[config.mk]
export PLATFORM = sky130hd
export DESIGN_NAME = serial_sub_ctrl
export DESIGN_NICKNAME = d
export VERILOG_FILES = /design/src/rtl/serial_sub_ctrl_pkg.sv /design/src/rtl/serial_sub_ctrl_full_sub_bit.sv /design/src/rtl/serial_sub_ctrl.sv
export SDC_FILE = /design/constraint.sdc
export NUM_CORES = 1
export LEC_CHECK = 0
export CAP_MARGIN = 20
export CORE_MARGIN = 1
export CORE_UTILIZATION = 45
export CTS_CLUSTER_DIAMETER = 60
export DETAILED_ROUTE_END_ITERATION = 8
export GPL_ROUTABILITY_DRIVEN = 1
export GPL_TIMING_DRIVEN = 0
export PLACE_DENSITY = 0.7
export SLEW_MARGIN = 0
export SYNTH_ARGS = -nofsm -noshare
export SYNTH_HDL_FRONTEND = slang
export SYNTH_HIERARCHICAL = 1
export SYNTH_SLANG_ARGS = --single-unit
[constraint.sdc]
create_clock -name clk -period 1.6 [get_ports clk]
set_input_delay 0.32 -clock clk [delete_from_list [all_inputs] [get_ports clk]]
set_output_delay 0.32 -clock clk [all_outputs]
set_load 0.01 [all_outputs]
[src/rtl/serial_sub_ctrl_pkg.sv]
// Shared definitions for the bit-serial subtractor controller:
// FSM state encodings and the default operand width.
package serial_sub_ctrl_pkg;

  localparam int DEF_WIDTH = 8;

  typedef enum logic [1:0] {
    ST_IDLE  = 2'd0,
    ST_SHIFT = 2'd1,
    ST_DONE  = 2'd2
  } state_e;

endpackage

[src/rtl/serial_sub_ctrl_full_sub_bit.sv]
// One-bit full subtractor built from two half subtractors and an OR of their borrows.
// Purely combinational; the controller registers everything around it.
module half_sub (
  input  logic x,
  input  logic y,
  output logic d,
  output logic bo
);

  assign d  = x ^ y;
  assign bo = ~x & y;

endmodule

module full_sub_bit (
  input  logic a,
  input  logic b,
  input  logic bin,
  output logic d,
  output logic bout
);

  logic d1;
  logic bo1;
  logic bo2;

  half_sub u_hs0 (
    .x  (a),
    .y  (b),
    .d  (d1),
    .bo (bo1)
  );

  // Second stage subtracts the incoming borrow from the partial difference.
  half_sub u_hs1 (
    .x  (d1),
    .y  (bin),
    .d  (d),
    .bo (bo2)
  );

  assign bout = bo1 | bo2;

endmodule

[src/rtl/serial_sub_ctrl.sv]
// Bit-serial a - b over WIDTH cycles using one full_sub_bit cell, LSB first.
// start/busy/done handshake; diff/borr are registered and held until the next accepted start.
module serial_sub_ctrl
  import serial_sub_ctrl_pkg::*;
#(
  parameter int WIDTH = DEF_WIDTH
) (
  input  logic             clk,
  input  logic             rst_n,
  input  logic             start,
  input  logic [WIDTH-1:0] a,
  input  logic [WIDTH-1:0] b,
  output logic             busy,
  output logic             done,
  output logic [WIDTH-1:0] diff,
  output logic             borr
);

  localparam int CW = $clog2(WIDTH + 1);
  localparam logic [CW-1:0] LAST = CW'(WIDTH - 1);

  state_e           state_q, state_d;
  logic [WIDTH-1:0] a_q, a_d;
  logic [WIDTH-1:0] b_q, b_d;
  logic [WIDTH-1:0] res_q, res_d;
  logic [CW-1:0]    cnt_q, cnt_d;
  logic             bin_q, bin_d;
  logic             borr_q, borr_d;
  logic             busy_q, busy_d;
  logic             done_q, done_d;
  logic             d_bit;
  logic             bout_bit;

  full_sub_bit u_bit (
    .a    (a_q[0]),
    .b    (b_q[0]),
    .bin  (bin_q),
    .d    (d_bit),
    .bout (bout_bit)
  );

  always_ff @(posedge clk or negedge rst_n) begin
    if (!rst_n) begin
      state_q <= ST_IDLE;
      a_q     <= '0;
      b_q     <= '0;
      res_q   <= '0;
      cnt_q   <= '0;
      bin_q   <= 1'b0;
      borr_q  <= 1'b0;
      busy_q  <= 1'b0;
      done_q  <= 1'b0;
    end else begin
      state_q <= state_d;
      a_q     <= a_d;
      b_q     <= b_d;
      res_q   <= res_d;
      cnt_q   <= cnt_d;
      bin_q   <= bin_d;
      borr_q  <= borr_d;
      busy_q  <= busy_d;
      done_q  <= done_d;
    end
  end

  always_comb begin
    state_d = state_q;
    a_d     = a_q;
    b_d     = b_q;
    res_d   = res_q;
    cnt_d   = cnt_q;
    bin_d   = bin_q;
    borr_d  = borr_q;

    case (state_q)
      ST_IDLE, ST_DONE: begin
        // DONE accepts a new start directly so back-to-back operations lose no cycle.
        if (start) begin
          state_d = ST_SHIFT;
          a_d     = a;
          b_d     = b;
          bin_d   = 1'b0;
          cnt_d   = '0;
          res_d   = '0;
        end else begin
          state_d = ST_IDLE;
        end
      end
      ST_SHIFT: begin
        res_d            = res_q >> 1;
        res_d[WIDTH-1]   = d_bit;
        a_d              = a_q >> 1;
        b_d              = b_q >> 1;
        bin_d            = bout_bit;
        cnt_d            = cnt_q + 1'b1;
        if (cnt_q == LAST) begin
          state_d = ST_DONE;
          borr_d  = bout_bit;
        end
      end
      default: state_d = ST_IDLE;
    endcase

    busy_d = (state_d == ST_SHIFT);
    done_d = (state_d == ST_DONE);
  end

  assign busy = busy_q;
  assign done = done_q;
  assign diff = res_q;
  assign borr = borr_q;

endmodule
; Yosys cells after proc, flatten, opt, wreduce, memory -nomap -nowiden
; Cells that the tools add are included.
[totals]
output_inout_bits = 11
elab_cells = 41
latchBits = 0
reg_bits = 34
ramBits = 0
memories = 0
romBits = 0
in_bits = 19
[op_classes]
magnitude_cmp = 0
reduce_logical = 5
n_mux = 13
n_addsub = 1
shift = 0
n_div = 0
bitwise = 7
eq_ne = 6
mul = 0
[op_table]
columns = operator, count
row1 = $pmux 8 s2, 3
row2 = $mux 8, 3
row3 = $pmux 4 s2, 1
row4 = $add 4x1->4 const B, 1
row5 = $eq 2x1->1 const B, 2
row6 = $eq 2x2->1 const B, 2
row7 = $eq 4x3->1 const B, 1
row8 = $mux 4, 1
row9 = $pmux 2 s2, 1
row10 = $reduce_and 2->1, 2
row11 = $and 1x1->1, 2
row12 = $logic_not 2->1, 1
row13 = $mux 1, 2
row14 = $mux 2, 1
row15 = $ne 2x2->1 const B, 1
row16 = $not 1->1, 2
row17 = $pmux 1 s2, 1
row18 = $reduce_bool 2->1, 1
row19 = $reduce_or 2->1, 1
row20 = $xor 1x1->1, 2
row21 = $or 1x1->1, 1

; Depth between registers and ports, before layout
; Gate-level depths: netlist of run 1.
[logic_depth]
ltp_word = 5
ltp_mapped = 7
mapped_depth_nobuf = 7

; Modules after synthesis
; The synthesis of run 1 kept the hierarchy.
[modules_own_cells]
columns = module, n_inst, area_each_um2, cells_per_inst, seq_area_each_um2
row1 = serial_sub_ctrl, 1, 1413.9, 102, 850.8
row2 = half_sub, 2, 20.0, 3, 0.0
row3 = full_sub_bit, 1, 6.3, 1, 0.0

; Worst setup path before layout of run 1
; OpenSTA, ideal clock, no wires.
[synth_timing]
path_kind = register to register
startpoint = register b_q[0]
endpoint = register borr_q (netlist: borr)
slack_ns = 0.103
required_time_ns = 1.472
stages_incl_launch_ff = 7
setup_time_ns = 0.128
path_buffers = 0
t_arrival_ns = 1.369
period_less_slack_ns = 1.497
cell_sequence = dfrtp_1 -> ha_1 -> inv_1 -> inv_1 -> ha_1 -> or2_1 -> mux2_1
[synth_via]
elab_chain_cells = 4
word_cells_on_any_way = 5
cone_classes = bitwise (5)
[synth_lines]
columns = item, line
row1 = "start, declared", serial_sub_ctrl.sv:24  ; logic [WIDTH-1:0] b_q, b_d;
row2 = "start signal, assigned", serial_sub_ctrl.sv:46  ; b_q <= '0;
row3 = "start signal, assigned", serial_sub_ctrl.sv:56  ; b_q <= b_d;
row4 = $xor 1x1->1, serial_sub_ctrl_full_sub_bit.sv:10  ; assign d = x ^ y;
row5 = via u_bit.d1, serial_sub_ctrl_full_sub_bit.sv:23  ; logic d1;
row6 = $not 1->1, serial_sub_ctrl_full_sub_bit.sv:11  ; assign bo = ~x & y;
row7 = $and 1x1->1, serial_sub_ctrl_full_sub_bit.sv:11
row8 = via u_bit.bo2, serial_sub_ctrl_full_sub_bit.sv:25  ; logic bo2;
row9 = $or 1x1->1, serial_sub_ctrl_full_sub_bit.sv:42  ; assign bout = bo1 | bo2;
row10 = via bout_bit, serial_sub_ctrl.sv:32  ; logic bout_bit;
row11 = "end signal, assigned", serial_sub_ctrl.sv:60  ; borr_q <= borr_d;
row12 = "end, declared", serial_sub_ctrl.sv:28  ; logic borr_q, borr_d;
; The timed path passes the listed nets, and every way through them passes these cells.
; A chain may end at the register's enable or synchronous reset.

; Worst setup path in the final report of run 1
[layout_timing]
startpoint = register res_q[0] (netlist: diff[0])
endpoint = output diff[0]
[layout_rtl]
columns = item, line
row1 = "start, declared", serial_sub_ctrl.sv:25  ; logic [WIDTH-1:0] res_q, res_d;
row2 = "start signal, assigned", serial_sub_ctrl.sv:57  ; res_q <= res_d;
row3 = "end, declared", serial_sub_ctrl.sv:15  ; output logic [WIDTH-1:0] diff,
; No word-level cell between the ends.

==> summary.txt, run 1 <==
STA
  • RSZ-0062 raised after global routing: no
  • Fin. Hold Viols: 0
  • Endpoints failing setup: 0
  • Slew at the pin with the worst max-slew slack: 0.7462 ns
  • Final number of max-transition violations: 0
  • Worst slew slack as a fraction of its limit: 50.25%
  • Fmax: 648.4 MHz
  • Fin crit period: 1.542 ns
  • Total negative slack for setup checks: 0 ns
  • Portion of the clock cycle consumed by the worst path in the final layout: 96.39%
  • Worst setup skew after layout: 0.005227 ns

Drt
  • DR DRC count: 0
  • Via count of the routed design: 1015
  • Number of nets with antenna violations after routing: 0
  • Mean number of vias per cell: 5.232
  • Wire per inst: 13.84 um
  • 1st-iter DRT viols: 16
  • Number of detailed-route iterations in the first pass: 2
  • Wire length after detailed routing: 2.684 mm

Layout
  • Count of nets after finishing: 172
  • Final cell utilization of the core: 61.91%
  • Number of diodes: 0
  • Number of fill cells in the layout: 263
  • Share of cells above drive strength 1: 16.00%
  • Area growth from synthesis to layout: 30.51%

CTS
  • Cts-stage hold buffer count: 0
  • TritonCTS clock tree: built
  • Clock edge transition at the registers on the reported setup and hold paths: 0.09 ns
  • Insertion delay to the later sink of the worst-skew pair: 0.33 ns
  • Number of clock sinks seen by CTS: 34
  • Number of H-tree levels: 2
  • Clock root buffer: clkbuf_4
  • Clock Path Buffers: 2
  • Number of clock buffers inserted by TritonCTS: 5

Floorplanning
  • Die area: 3476 um^2
  • Initial Utilization: 47.44%
  • Die height: 58.96 um
  • Number of placement rows: 20
  • Core area: 3078 um^2
  • Ports: 30
  • Horizontal die dimension: 58.96 um

Synth
  • Area share of the largest cell type after synthesis: 58.27%
  • Synthesized area divided by synthesized cell count: 13.40 um^2
  • Ys flop type: dfrtp_1
  • Yosys cell types: 22
  • Ys async rst share: 100.0%
  • Number of standard cells after synthesis: 109
  • Number of enable flip-flop cells after synthesis: 0
  • Netlist Area Pre-Place: 1460 um^2
  • Share of synthesized area occupied by flip-flops and latches: 58.27%
  • Synthesized netlist net count: 131
  • Cell taking the most area after synthesis: dfrtp_1
  • Count of yosys warnings during synthesis: 6
  • Most frequently used cell type in the post-synthesis netlist: dfrtp_1
  • Top cells by instance count after synthesis: dfrtp_1, a22o_1, a21o_1
  • Number of storage elements in the synthesis netlist: 34
  • Top cells by area in the synthesized netlist: dfrtp_1, a22o_1, a21o_1

Worst setup path
  • Reg2reg start: a_q[0]
  • First element of the critical path: diff[0]
  • Highest-delay cell along the critical path: clkdlybuf4s50_1
  • CP max FO: 2
  • Arrival time reported for the critical path endpoint: 1.22 ns
  • CP Launch Type: flop
  • Sort of element at the end of the critical path: output pin
  • Required time of the critical path: 1.28 ns
  • Setup crit end: diff[0]
  • Total stage count of the critical path: 1
  • R2R setup slack: 0.09 ns
  • Capture instance of the worst register-to-register path: borr
  • Category of the most critical setup path: flop to output pin
  • Top delay family on crit path: buffers and inverters
  • Crit path buffers/inverters: 1
  • Crit path cell chain: clkdlybuf4s50_1
  • Logic depth of the worst register-to-register path: 7
  • Highest cell delay on the worst timing path: 0.54 ns

Power and ir drop
  • Static leakage: 0.001060 uW
  • Worst vdd ir: 0.8920 mV
  • Total power per unit cell area: 1908 nW/um^2

Global routing
  • Wire length of the first global-routing pass: 4.540 mm
  • Remaining Overflow, GRT: 0
  • Global routing usage summed across all routing layers: 18.24%
  • Initial antenna violation count: 0
  • Via count of the first global-routing pass: 1001
  • Largest net degree at the start of global routing: 35

Place
  • HPWL after detailed placement: 1.823 mm
  • Global placer's final weighted congestion: 0.7125
  • Count of port buffers added during placement: 29

Worst hold path
  • Min-delay worst type: input pin to async pin

Flow run
  • Max capacitance violation total: 0

Outcome
  • Result of the run: finished, final reports clean
-- layout by cell type (no fill, tap or decap), drive strengths merged --
master / n
a21o: 14
a22o: 27
buf: 14
clkbuf: 7
clkdlybuf4s50: 20
dfrtp: 34
dlygate4sd2: 1
dlymetal6s2s: 7
ha: 3
inv: 4
mux2: 1
mux2i: 2
nand2: 4
nand2b: 1
nand4: 1
nor2: 2
nor2b: 3
nor3b: 2
o21ai: 1
or2: 1
xnor2: 1
-- logic make-up (layout without fill, tap and decap cells) --
| family | after synthesis | after routing | share of synthesized area, % |
|---|---|---|---|
| AND/OR/NAND/NOR | 14 | 14 | 6.941 |
| buffers and inverters | 12 | 53 | 5.741 |
| AO/OA/AOI/OAI | 42 | 42 | 23.74 |
| multiplexers | 3 | 3 | 2.142 |
| adder cells (fa/ha/maj) | 3 | 3 | 2.571 |
| flip-flops | 34 | 34 | 58.27 |
| XOR/XNOR | 1 | 1 | 0.5999 |
-- through the flow --
step	area, um^2	hold slack [ns]	cells	setup WS (ns)	power, uW
6_report	1906	0.04466	194	0.05771	3635
3_5_place_dp	1800	0.4283	182	-0.1619	3181
5_1_grt	1906	0.08488	194	0.005490	3935
3_3_place_gp	1805	0.4582	182	-0.4535	3124
4_1_cts	1867	0.06691	192	0.001162	3654
2_1_floorplan	1460	0.02441	109	0.1031	2631
-- layer usage --
layer	global-route usage [%]	vias to the layer above	routed length [um]
met3	5.934	6	123
li1	-	480	-
met2	30.19	26	1259
met5	0	-	0
met1	22.09	503	1257
met4	7.143	0	44
-- how the worst min path moves through the flow --
stage / depth (start not counted) / end / startpoint / slack (ns)
2_1_floorplan: 0 / a_q[0] / rst_n / 0.02
3_3_place_gp: 1 / b_q[1] / b_q[1] / 0.46
3_5_place_dp: 1 / diff[6] / rst_n / 0.43
4_1_cts: 1 / diff[6] / rst_n / 0.07
5_1_grt: 1 / diff[5] / rst_n / 0.08
6_report: 1 / diff[5] / rst_n / 0.04
-- final cells by class --
class	count	area (um^2)	area share, %
buffer	8	68.82	3.611
multi-input combinational	63	531.8	27.91
clock buffer	7	45.04	2.364
sequential	34	850.8	44.65
timing repair buffer	34	339.1	17.79
inverter	4	15.01	0.7879
tap	44	55.05	2.889
-- registers in the layout, summed over array words and instances (netlist names) --
signal   count
a_q          8
b_q          8
diff         8
cnt_q        4
state_q      2
bin_q        1
borr         1
busy         1
done         1
-- timing repair --
item / in CTS / in global routing
gates resized for setup: 1 / 9
setup endpoints to repair: 4 / 8
pin swaps: 0 / 2
setup buffers: 3 / 2
-- power breakdown --
part	switching [uW]	total, uW	leakage, uW	internal [uW]
registers	229	1460	0.000431	1230
logic	738	1750	0.000604	1010
clock network	257	423	0.0000254	166
No activity file was read; power rests on OpenSTA's default activity.
==> inputs of run 2 (changes only) <==
CAP_MARGIN = default   (was 20)
CORE_ASPECT_RATIO = 0.8   (was default)
==> run 2 against run 1 <==
Design area shrank 1.4%; combinational power shrank 3%; clock skew grew 0.0034 ns; register-to-register slack lost 0.02 ns; setup slack gained 0.0045 ns; die area is essentially flat; critical path type unchanged.
==> summary.txt, run 2 (synthesized netlist as in run 1, its figures left out) <==
Power and ir drop
  • Net switching power of the design: 1246 uW (+1.9%)
  • Total power per unit cell area: 1999 nW/um^2 (+4.8%)
  • Sequential Power Share: 39.5% (-0.7 points)
  • Clk pwr share: 15.4% (+3.8 points)
  • Net switching share of the total power: 33.17% (-0.49 points)
  • Static leakage: 0.0009539 uW (-10%)
  • PnR Total Power: 3757 uW (+3.4%)
  • Relative contribution of combinational cells to total power: 45.1% (-3.0 points)
  • Worst vdd ir: 0.9204 mV (+3.2%)
  • Int Power: 2511 uW (+4.1%)

Worst setup path
  • CP max FO: 3 (+1)
  • Sort of element at the end of the critical path: output pin
  • Crit path buffers/inverters: 1 (unchanged)
  • Top delay family on crit path: buffers and inverters
  • Arrival time reported for the critical path endpoint: 1.22 ns (about the same)
  • Highest-delay cell along the critical path: clkdlybuf4s50_1
  • Category of the most critical setup path: flop to output pin
  • Required time of the critical path: 1.28 ns (about the same)
  • Crit path cell chain: clkdlybuf4s50_1
  • CP Launch Type: flop
  • Highest cell delay on the worst timing path: 0.55 ns (about the same)

Drt
  • Via count of the routed design: 980 (-3.4%)
  • Number of nets with antenna violations after routing: 0 (unchanged)
  • DR DRC count: 0 (unchanged)
  • Number of detailed-route iterations in the first pass: 4 (+2)
  • 1st-iter DRT viols: 68 (+52)
  • Wire per inst: 14.31 um (+3.4%)
  • Mean number of vias per cell: 5.269 (+0.70%)
  • Wire length after detailed routing: 2.662 mm (-0.82%)

STA
  • Slew at the pin with the worst max-slew slack: 0.7257 ns (-0.02050 ns)
  • Total negative slack for setup checks: 0 ns (unchanged)
  • Fin crit period: 1.538 ns (-0.004518 ns)
  • Portion of the clock cycle consumed by the worst path in the final layout: 96.11% (-0.28 points)
  • Fin. Hold Viols: 0 (unchanged)
  • Worst slew slack as a fraction of its limit: 51.62% (+1.4 points)
  • RSZ-0062 raised after global routing: no
  • Endpoints failing setup: 0 (unchanged)
  • Hold Worst Slack: 0.09439 ns (+0.04973 ns)
  • Fmax: 650.3 MHz (+0.29%)
  • Worst setup skew after layout: 0.008600 ns (+0.003373 ns)
  • Final number of max-transition violations: 0 (unchanged)

Floorplanning
  • Number of placement rows: 18 (-10%)
  • Die height: 52.95 um (-10%)
  • Ports: 30 (unchanged)
  • Horizontal die dimension: 65.69 um (+11%)
  • Die area: 3478 um^2 (about the same)
  • Initial Utilization: 47.32% (-0.12 points)
  • Core area: 3085 um^2 (+0.24%)

Outcome
  • Result of the run: finished, final reports clean

Global routing
  • Via count of the first global-routing pass: 935 (-6.6%)
  • Wire length of the first global-routing pass: 4.485 mm (-1.2%)
  • Met1 Track Usage GR: 25.55% (+3.5 points)
  • Initial antenna violation count: 0 (unchanged)
  • Global routing usage summed across all routing layers: 18.18% (-0.060 points)
  • Met3 track demand over resource: 5.172% (-0.76 points)
  • Largest net degree at the start of global routing: 35 (unchanged)
  • Most Used Layer, Global Route: met2
  • Met2 routing resource usage after global routing: 26.02% (-4.2 points)
  • Remaining Overflow, GRT: 0 (unchanged)

Layout
  • Most common library cell in the layout ignoring fill and taps: dfrtp_1
  • Share of cells above drive strength 1: 12.33% (-3.7 points)
  • Leading cell types in the layout, fill and taps excluded: dfrtp_1, clkdlybuf4s50_1, a22o_1
  • Number of diodes: 0 (unchanged)
  • Final cell utilization of the core: 60.91% (-1.0 points)
  • Count of nets after finishing: 168 (-2.3%)
  • Number of fill cells in the layout: 237 (-9.9%)
  • Area growth from synthesis to layout: 28.71%
  • Final instance area: 1879 um^2 (-1.4%)

Place
  • Global placer's final weighted congestion: 0.6912 (-3.0%)
  • Count of port buffers added during placement: 29 (unchanged)
  • HPWL after detailed placement: 1.814 mm (-0.48%)
  • DP Area: 1795 um^2 (-0.28%)

Flow run
  • Max capacitance violation total: 0 (unchanged)

CTS
  • Number of H-tree levels: 2 (unchanged)
  • Insertion delay to the later sink of the worst-skew pair: 0.28 ns (-0.05 ns)
  • TritonCTS clock tree: built
  • Clock root buffer: clkbuf_8
  • Clock Path Buffers: 2 (unchanged)
  • Clock edge transition at the registers on the reported setup and hold paths: 0.06 ns (-0.03 ns)
  • Number of clock buffers inserted by TritonCTS: 5 (unchanged)
  • Number of clock sinks seen by CTS: 34 (unchanged)

Worst hold path
  • Min-delay worst type: input pin to async pin
[run 2: cell types whose count changed in the layout (fill, tap and decap cells not counted)]
cell,before,now
buf_4,9,5
clkbuf_4,5,0
clkbuf_8,0,5
clkdlybuf4s50_1,20,28
dlygate4sd2_1,1,0
dlymetal6s2s_1,7,0
ha_1,2,3
ha_2,1,0
mux2_1,0,1
mux2_4,1,0
[run 2: layout make-up]
| type | count | area (um^2) | area share [%] |
|---|---|---|---|
| Timing Repair Buffer | 30 | 292.8 | 15.58 |
| Multi-Input combinational cell | 63 | 525.5 | 27.96 |
| Sequential cell | 34 | 850.8 | 45.27 |
| Clock buffer | 7 | 76.32 | 4.061 |
| Tap cell | 40 | 50.05 | 2.663 |
| Inverter | 4 | 15.01 | 0.7989 |
| Buffer | 8 | 68.82 | 3.662 |
[run 2: final timing paths]
| kind | end | depth (start not counted) | slack, ns | startpoint |
|---|---|---|---|---|
| hold / removal | diff[6] | 1 | 0.09 | rst_n |
| setup / recovery | diff[4] | 1 | 0.06 | diff[4] |
| max in group asynchronous | a_q[0] | 1 | 1.04 | rst_n |
| min in group clk | a_q[2] | 1 | 0.48 | a_q[2] |
| hold reg to reg | a_q[2] | 1 | 0.48 | a_q[2] |
| setup reg to reg | borr | 6 | 0.07 | b_q[0] |
[run 2: stage by stage]
step | instances | setup WS, ns
final | 186 | 0.06223
after global placement | 178 | -0.4429
after floorplan | 109 | 0.1031
after detailed placement | 178 | -0.1909
after CTS | 185 | 0.03818
after global routing | 186 | 0.003314
[run 2: layer usage]
layer  routed length [um]  part of all wire [%]
met2                 1278                    48
met4                   22                  0.83
met1                 1263                    47
met3                   98                   3.7
met5                    0                     0
[run 2: power by group through the flow]
stage / Sequential, uW / Combinational, uW / Clock, uW
6_report: 1480 / 1700 / 579
5_1_grt: 1530 / 1880 / 632
4_1_cts: 1480 / 1700 / 599
3_5_place_dp: 1500 / 1690 / 0
3_3_place_gp: 1470 / 1640 / 0
2_1_floorplan: 1490 / 1140 / 0
[run 2: repair_timing]
action                     CTS  global route
buffers inserted             0             1
hold endpoints to repair     0             0
gates resized for setup      0             0
hold buffers                 0             0
setup endpoints to repair    0             1
